`src/rtl/sa_tile_sequencer.sv`:
```
// Tile sequencer for the systolic array: accepts a tile job, streams K operand
// reads with array strobes, waits out the array skew, then hands off N result rows.
module sa_tile_sequencer #(
    parameter int N      = 4,
    parameter int K_W    = 8,
    parameter int ADDR_W = 8
) (
    input  logic                 clk_i,
    input  logic                 rst_i,
    input  logic                 job_valid_i,
    output logic                 job_ready_o,
    input  logic [K_W-1:0]       job_k_i,
    input  logic [ADDR_W-1:0]    job_base_i,
    output logic                 rd_en_o,
    output logic [ADDR_W-1:0]    rd_addr_o,
    output logic                 array_en_o,
    output logic                 array_clr_o,
    output logic                 array_ctrl_o,
    output logic                 array_last_o,
    output logic                 res_valid_o,
    input  logic                 res_ready_i,
    output logic [$clog2(N)-1:0] res_row_o,
    output logic                 done_o
);

    localparam int ROW_W = $clog2(N);
    localparam int FL_W  = $clog2(2 * N);
    localparam int CNT_W = (K_W > FL_W) ? K_W : FL_W;

    typedef enum logic [1:0] {
        IDLE,
        FEED,
        FLUSH,
        RESULT
    } state_t;

    state_t             state_q, state_d;
    logic [K_W-1:0]     k_q;
    logic [ADDR_W-1:0]  addr_q;
    logic [CNT_W-1:0]   cnt_q;
    logic [ROW_W-1:0]   row_q;
    logic               en_q, clr_q, last_q, tog_q, done_q;

    logic feed_last, flush_last, row_last, res_fire, window;

    assign feed_last  = (state_q == FEED)  && (cnt_q == CNT_W'(k_q) - CNT_W'(1));
    assign flush_last = (state_q == FLUSH) && (cnt_q == CNT_W'(2 * N - 2));
    assign row_last   = (row_q == ROW_W'(N - 1));
    assign res_fire   = (state_q == RESULT) && res_ready_i;

    // ctrl toggles from the first presented beat until the end of the skew flush.
    assign window = ((state_q == FEED) && en_q) || (state_q == FLUSH);

    // NOTE: every output of a combinational block gets a default first, so no
    // path leaves it unassigned and no latch is inferred.
    always_comb begin
        state_d = state_q;
        case (state_q)
            IDLE:    if (job_valid_i) state_d = (job_k_i != '0) ? FEED : RESULT;
            FEED:    if (feed_last) state_d = FLUSH;
            FLUSH:   if (flush_last) state_d = RESULT;
            RESULT:  if (res_ready_i && row_last) state_d = IDLE;
            default: state_d = IDLE;
        endcase
    end

    // NOTE: sequential state uses non-blocking assignments so every register
    // samples the pre-edge values regardless of statement order.
    always_ff @(posedge clk_i or posedge rst_i) begin
        if (rst_i) begin
            state_q <= IDLE;
            k_q     <= '0;
            addr_q  <= '0;
            cnt_q   <= '0;
            row_q   <= '0;
            en_q    <= 1'b0;
            clr_q   <= 1'b0;
            last_q  <= 1'b0;
            tog_q   <= 1'b0;
            done_q  <= 1'b0;
        end else begin
            state_q <= state_d;

            if (state_q == IDLE && job_valid_i) begin
                k_q    <= job_k_i;
                addr_q <= job_base_i;
            end else if (state_q == FEED) begin
                addr_q <= addr_q + ADDR_W'(1);
            end

            // One counter serves both the beat count and the flush count.
            if (state_d != state_q)
                cnt_q <= '0;
            else if (state_q == FEED || state_q == FLUSH)
                cnt_q <= cnt_q + CNT_W'(1);

            if (res_fire)
                row_q <= row_last ? '0 : row_q + ROW_W'(1);

            en_q   <= (state_q == FEED);
            clr_q  <= (state_q == FEED) && (cnt_q == '0);
            last_q <= feed_last;
            tog_q  <= window ? ~tog_q : 1'b0;
            done_q <= res_fire && row_last;
        end
    end

    assign job_ready_o  = (state_q == IDLE);
    assign rd_en_o      = (state_q == FEED);
    assign rd_addr_o    = addr_q;
    assign array_en_o   = en_q;
    assign array_clr_o  = clr_q;
    assign array_last_o = last_q;
    assign array_ctrl_o = window && !tog_q;
    assign res_valid_o  = (state_q == RESULT);
    assign res_row_o    = row_q;
    assign done_o       = done_q;

endmodule

```
`config.mk`:
```
export PLATFORM = sky130hd
export DESIGN_NAME = sa_tile_sequencer
export DESIGN_NICKNAME = d
export VERILOG_FILES = /design/src/rtl/sa_tile_sequencer.sv
export SDC_FILE = /design/constraint.sdc
export NUM_CORES = 1
export LEC_CHECK = 0
export BUFFER_PORTS_ARGS = -buffer_cell sky130_fd_sc_hd__buf_2
export CORE_MARGIN = 4
export CORE_UTILIZATION = 25
export CTS_BUF_LIST = sky130_fd_sc_hd__clkbuf_8
export DETAILED_ROUTE_END_ITERATION = 12
export SLEW_MARGIN = 5
export SYNTH_ARGS = -nofsm -noshare
export SYNTH_HDL_FRONTEND = slang
export SYNTH_SLANG_ARGS = --single-unit
```
`constraint.sdc`:
```
create_clock -name clk_i -period 4.3 [get_ports clk_i]
set_input_delay 0.43 -clock clk_i [delete_from_list [all_inputs] [get_ports clk_i]]
set_output_delay 0.43 -clock clk_i [all_outputs]
set_load 0.03 [all_outputs]
```
---- Yosys cells after proc, flatten, opt, wreduce, memory -nomap -nowiden ----
Cells that the tools add are included.
operators by class
  add/sub/neg operators ................... 4
  eq/ne operators ......................... 7
  mux-type cells .......................... 12
  bitwise operators ....................... 1
  reductions and logical operators ........ 17
operator list
  cell                   number
  $mux W8                4
  $add A8 B1 Y8 const B  2
  $mux W2                6
  $logic_and A1 B1 Y1    9
  $eq A8 B3 Y1 const B   1
  $eq A8 B8 Y1           1
  $logic_not A8 Y1       1
  $pmux W2 S4            1
  $reduce_bool A8 Y1     1
  $sub A8 B1 Y8 const B  1
  $eq A2 B2 Y1 const B   3
  $reduce_bool A2 Y1     2
  $add A2 B1 Y2 const B  1
  $eq A2 B1 Y1 const B   1
  $logic_not A2 Y1       1
  $logic_or A1 B1 Y1     2
  $ne A2 B2 Y1           1
  $logic_not A1 Y1       1
  $mux W1                1
  $not A1 Y1             1
storage, ports and cells
  register bits ........................... 33
  input port bits ......................... 20
  output and inout port bits .............. 18
  word-level logic and storage cells ...... 51

---- Logic depth before layout (Yosys ltp) ----
  depth in word-level cells ............... 7
  gate-level depth with buffers ........... 9
  gate-level depth less buffers ........... 8

---- Worst setup path after synthesis ----
OpenSTA, ideal clock, no wires.
  path kind ............................... register -> output
  start point ............................. register state_q[1]
  end point ............................... output array_ctrl_o
  arrival time ............................ 1.681 ns
  data required time ...................... 3.870 ns
  setup slack ............................. 2.189 ns
  cell stages (with the launch flop) ...... 6
  path buffers ............................ 1
  path through ............................ dfrtp_1 > inv_1 > ha_1 > buf_6 > a21oi_1 > nor2_1
between the ends
  word-level cells in the longest chain between the ends .. 4
  elaborated cells on any way between the ends .. 5
  classes of those cells .................. eq/ne: 2; reduce/logical: 3
RTL lines
  what                      RTL line  text
  start: declaration        37        state_t state_q, state_d;
  start signal: assignment  82        state_q <= state_d;
  $eq A2 B1 Y1              --
  net rd_en_o               14        output logic rd_en_o,
  $logic_and A1 B1 Y1       52        assign window = ((state_q == FEED) && en_q) || (state_q == FLUSH);
  $logic_or A1 B1 Y1        52
  $logic_and A1 B1 Y1       114       assign array_ctrl_o = window && !tog_q;
  end: declaration          18        output logic array_ctrl_o,
The timed path passes the listed nets, and every way through them passes these cells.

---- Worst setup path after layout ----
  start point ............................. register state_q[1]
  end point ............................... register cnt_q[5]
between the ends
  word-level cells in the longest chain between the ends .. 6
  elaborated cells on any way between the ends .. 15
  classes of those cells .................. eq/ne: 4; mux: 6; reduce/logical: 5
RTL lines
  what                                                  RTL line  text
  $eq A2 B2 Y1 / $eq A2 B1 Y1 (equally long branches)   --
  $logic_and A1 B1 Y1 (on tied branches)                47, 46
  $mux W2 (on tied branches)                            61, 60
  $pmux W2 S4                                           58        case (state_q)
  $ne A2 B2 Y1                                          92        if (state_d != state_q)
  $mux W8 / $reduce_bool A2 Y1 (equally long branches)  --
  end signal: assignment                                95        cnt_q <= cnt_q + CNT_W'(1);
  end: declaration                                      40        logic [CNT_W-1:0] cnt_q;
Several ways; a longest one is shown, not always the timed one.
A chain may end at the register's enable or synchronous reset.

==> flow_summary_export.csv <==
group,metric,value,unit
clock_network,clk_path_buf_depth,2,
route,route.vias.total,1533,
floorplanning,start_util,25.7,%
clock_network,cts-root-buf,"clkbuf_8",
setup_path,critPathLaunch,"state_q[1]",
pwr,power_frac_seq,34.6,%
global_routing,grt_pass1_wl,7.14,mm
pwr,power_switching,791,uW
route,drc,0,
finish,final.fill_count,797,
sta,setup_tns,0,ns
finish,n_antenna_cell,0,
pwr,vdd_drop_max,412,uV
floorplanning,num_rows,32,
setup_path,worstPathArrival,2.72,ns
sta,slew_headroom,44.0,%
pwr,power_density,724,nW/um^2
sta,grt_setup_unrepaired,"false",
clock_network,cts_made_buffers,5,
sta,setup_viol_count_final,0,
setup_path,critPathRequiredTime,4.50,ns
finish,drive_gt1_share,25.2,%
floorplanning,die_y,97.1,um
sta,tightest_slew,0.838,ns
setup_path,endpoint,"cnt_q[5]",
global_routing,grt_max_degree,34,
sta,period_share,58.5,%
clock_network,path_clk_slew,0.06,ns
finish,syn_to_final_growth,17.5,%
global_routing,globalRoute.totalOverflow,0,
synth,synth_cell_types,43,
clock_network,cts_tree,"done",
clock_network,cts_resized,0,
min_path,hold_path.class,"in -> async",
clock_network,cts_max_level,2,
floorplanning,io_pins,38,
pwr,power_frac_clock,12.7,%
synth,synth_area,1990,um^2
finish,fin_area,2330,um^2
sta,min_period,2.52,ns
setup_path,r2r_cells,7,
floorplanning,coreArea,7730,um^2
placement,place.gp.congestion,0.838,
route,first_iter_violations,65,
floorplanning,die_width,97.1,um
synth,synth-seq-cells,33,
pwr,swShare,46.9,%
outcome,status,"complete, no violations",
route,wl_per_cell,12.3,um
setup_path,r2r-end,"cnt_q[5]",
sta,fin_skew,0.00292,ns
global_routing,groute.usage.overall,9.26,%
sta,max_clock_freq,397,MHz
run,max_cap_viol_count,0,
synth,synth_area_per_cell,9.98,um^2
pwr,cellLeakagePower,0.00106,uW
setup_path,endpoint_kind,"flop",
synth,ys_seq_area_share,41.6,%
synth,synth_fp_nets,229,
synth,synth_top_area_share,41.6,%
sta,hold_viol,0,
setup_path,critPathLaunchType,"flop",
clock_network,cts_sinks,33,
setup_path,critical_path_class,"reg -> reg",
setup_path,r2r_start,"state_q[1]",
placement,place_area,2250,um^2
clock_network,clk_latency,0.28,ns
synth,synthTopCellsByArea,"dfrtp_1 (42%), ha_1 (6.3%), mux2_2 (5.7%)",
finish,utilization,30.2,%
placement,numPortBuffers,37,
clock_network,postCtsSetupRepairBufs,0,
clock_network,cts_hold_buf,0,
setup_path,critical_path.max_fanout,25,
route,viasPerCell,4.51,
floorplanning,die_area,9430,um^2
sta,slew_violations,0,
route,postRouteAntennaNets,0,
route,drt_wl_total,4.19,mm
pwr,power.total,1690,uW
finish,nNetsFinal,267,
placement,dp_hpwl,3.13,mm
global_routing,antenna_found_initial,0,
pwr,p_int,897,uW
synth,ys_warn_count,0,
setup_path,regToRegSetupSlack,1.78,ns
route,first_pass_iters,4,
synth,synth_top_area_cell,"dfrtp_1",
pwr,p_comb_share,52.6,%
synth,syn_inst,199,
global_routing,grt_pass1_vias,1506,
[worst min-delay path by stage]
stage | startpoint | end | cells past startpoint
after floorplan | k_q[7] | k_q[7] | 1
after global placement | tog_q | tog_q | 1
after detailed placement | tog_q | tog_q | 1
after CTS | rst_i | array_last_o | 3
after global routing | rst_i | array_last_o | 3
final | rst_i | array_last_o | 3
[cells in the mapped netlist, drive strengths merged]
cell type,count
a21boi,1
or2b,2
nor4,4
nand4,5
and4,1
a41oi,1
nand3,4
o31a,1
a211o,1
clkbuf,3
o41ai,1
nand2,14
xnor2,10
and3,2
o221ai,1
mux2i,2
nor2,17
o21ai,2
a21o,1
a2bb2oi,1
nor3,16
dfrtp,33
mux2,10
nand2b,2
buf,4
a21oi,17
o2111ai,1
o21bai,1
o211a,1
ha,10
a211oi,3
inv,12
or2,1
or4,1
xor2,12
nand4b,1
[state kept, by name (all words and copies together), names as in the netlist]
register,count
done_o,1
array_clr_o,1
tog_q,1
res_row_o,2
array_en_o,1
rd_addr_o,8
cnt_q,8
array_last_o,1
state_q,2
k_q,8
[through the flow]
| step | cells | setup slack (ns) | hold WS, ns |
|---|---|---|---|
| CTS | 340 | 1.76 | 0.238 |
| detailed placement | 332 | 1.79 | 0.396 |
| global placement | 332 | 1.85 | 0.398 |
| finish | 340 | 1.78 | 0.226 |
| floorplan | 199 | 2.19 | 0.500 |
| global route | 340 | 1.55 | 0.261 |
[power groups by stage]
| stage | Sequential, uW | Clock, uW | Combinational, uW |
|---|---|---|---|
| 3_3_place_gp | 587 | 0 | 884 |
| 4_1_cts | 584 | 225 | 900 |
| 5_1_grt | 605 | 240 | 985 |
| 3_5_place_dp | 589 | 0 | 894 |
| 6_report | 585 | 215 | 888 |
| 2_1_floorplan | 657 | 0 | 632 |
[placed cells by master, fill, tap and decap left out, types with 2 or more instances in the layout]
cell type	count
nor2_1	17
buf_2	37
a21oi_1	16
nand4_1	5
xor2_1	12
mux2_2	10
a211oi_1	3
xnor2_1	10
inv_1	15
nand2b_1	2
nor4_1	3
nand2_1	14
ha_1	10
clkbuf_8	5
nor3_1	16
mux2i_1	2
nand3_1	4
dfrtp_1	33
[layer usage]
layer	global-route usage, %	wire [um]
met3	2.23	154
met1	11.4	1940
met2	15.7	2050
met4	3.56	43
met5	0	0
[worst max-delay path, stage by stage (launching register included)]
cell and delay (ns):
dfrtp_1 0.45, inv_1 0.14, ha_1 0.32, nand2_1 0.67, o41ai_1 0.18, a2bb2oi_1 0.28, o221ai_4 0.20, nor3_1 0.21
[cell families (layout without fill, tap and decap cells)]
logic type,Yosys count,count (layout),share of synthesized area (%)
AND/OR/NAND/NOR,70,70,18.2
adder cells (fa/ha/maj),10,10,6.30
buffers and inverters,19,58,4.98
AO/OA/AOI/OAI,33,33,12.5
multiplexers,12,12,6.68
flip-flops,33,33,41.6
XOR/XNOR,22,22,9.70
[final cells by class]
cell class	instances	area, um^2	area share [%]
well taps	102	128	5.47
inverters	12	45.0	1.93
clock buffers	5	68.8	2.95
clock inverters	3	11.3	0.483
flip-flops and latches	33	826	35.4
multi-input cells	147	1060	45.5
repair buffers	38	193	8.26
No activity file was read; power rests on OpenSTA's default activity.
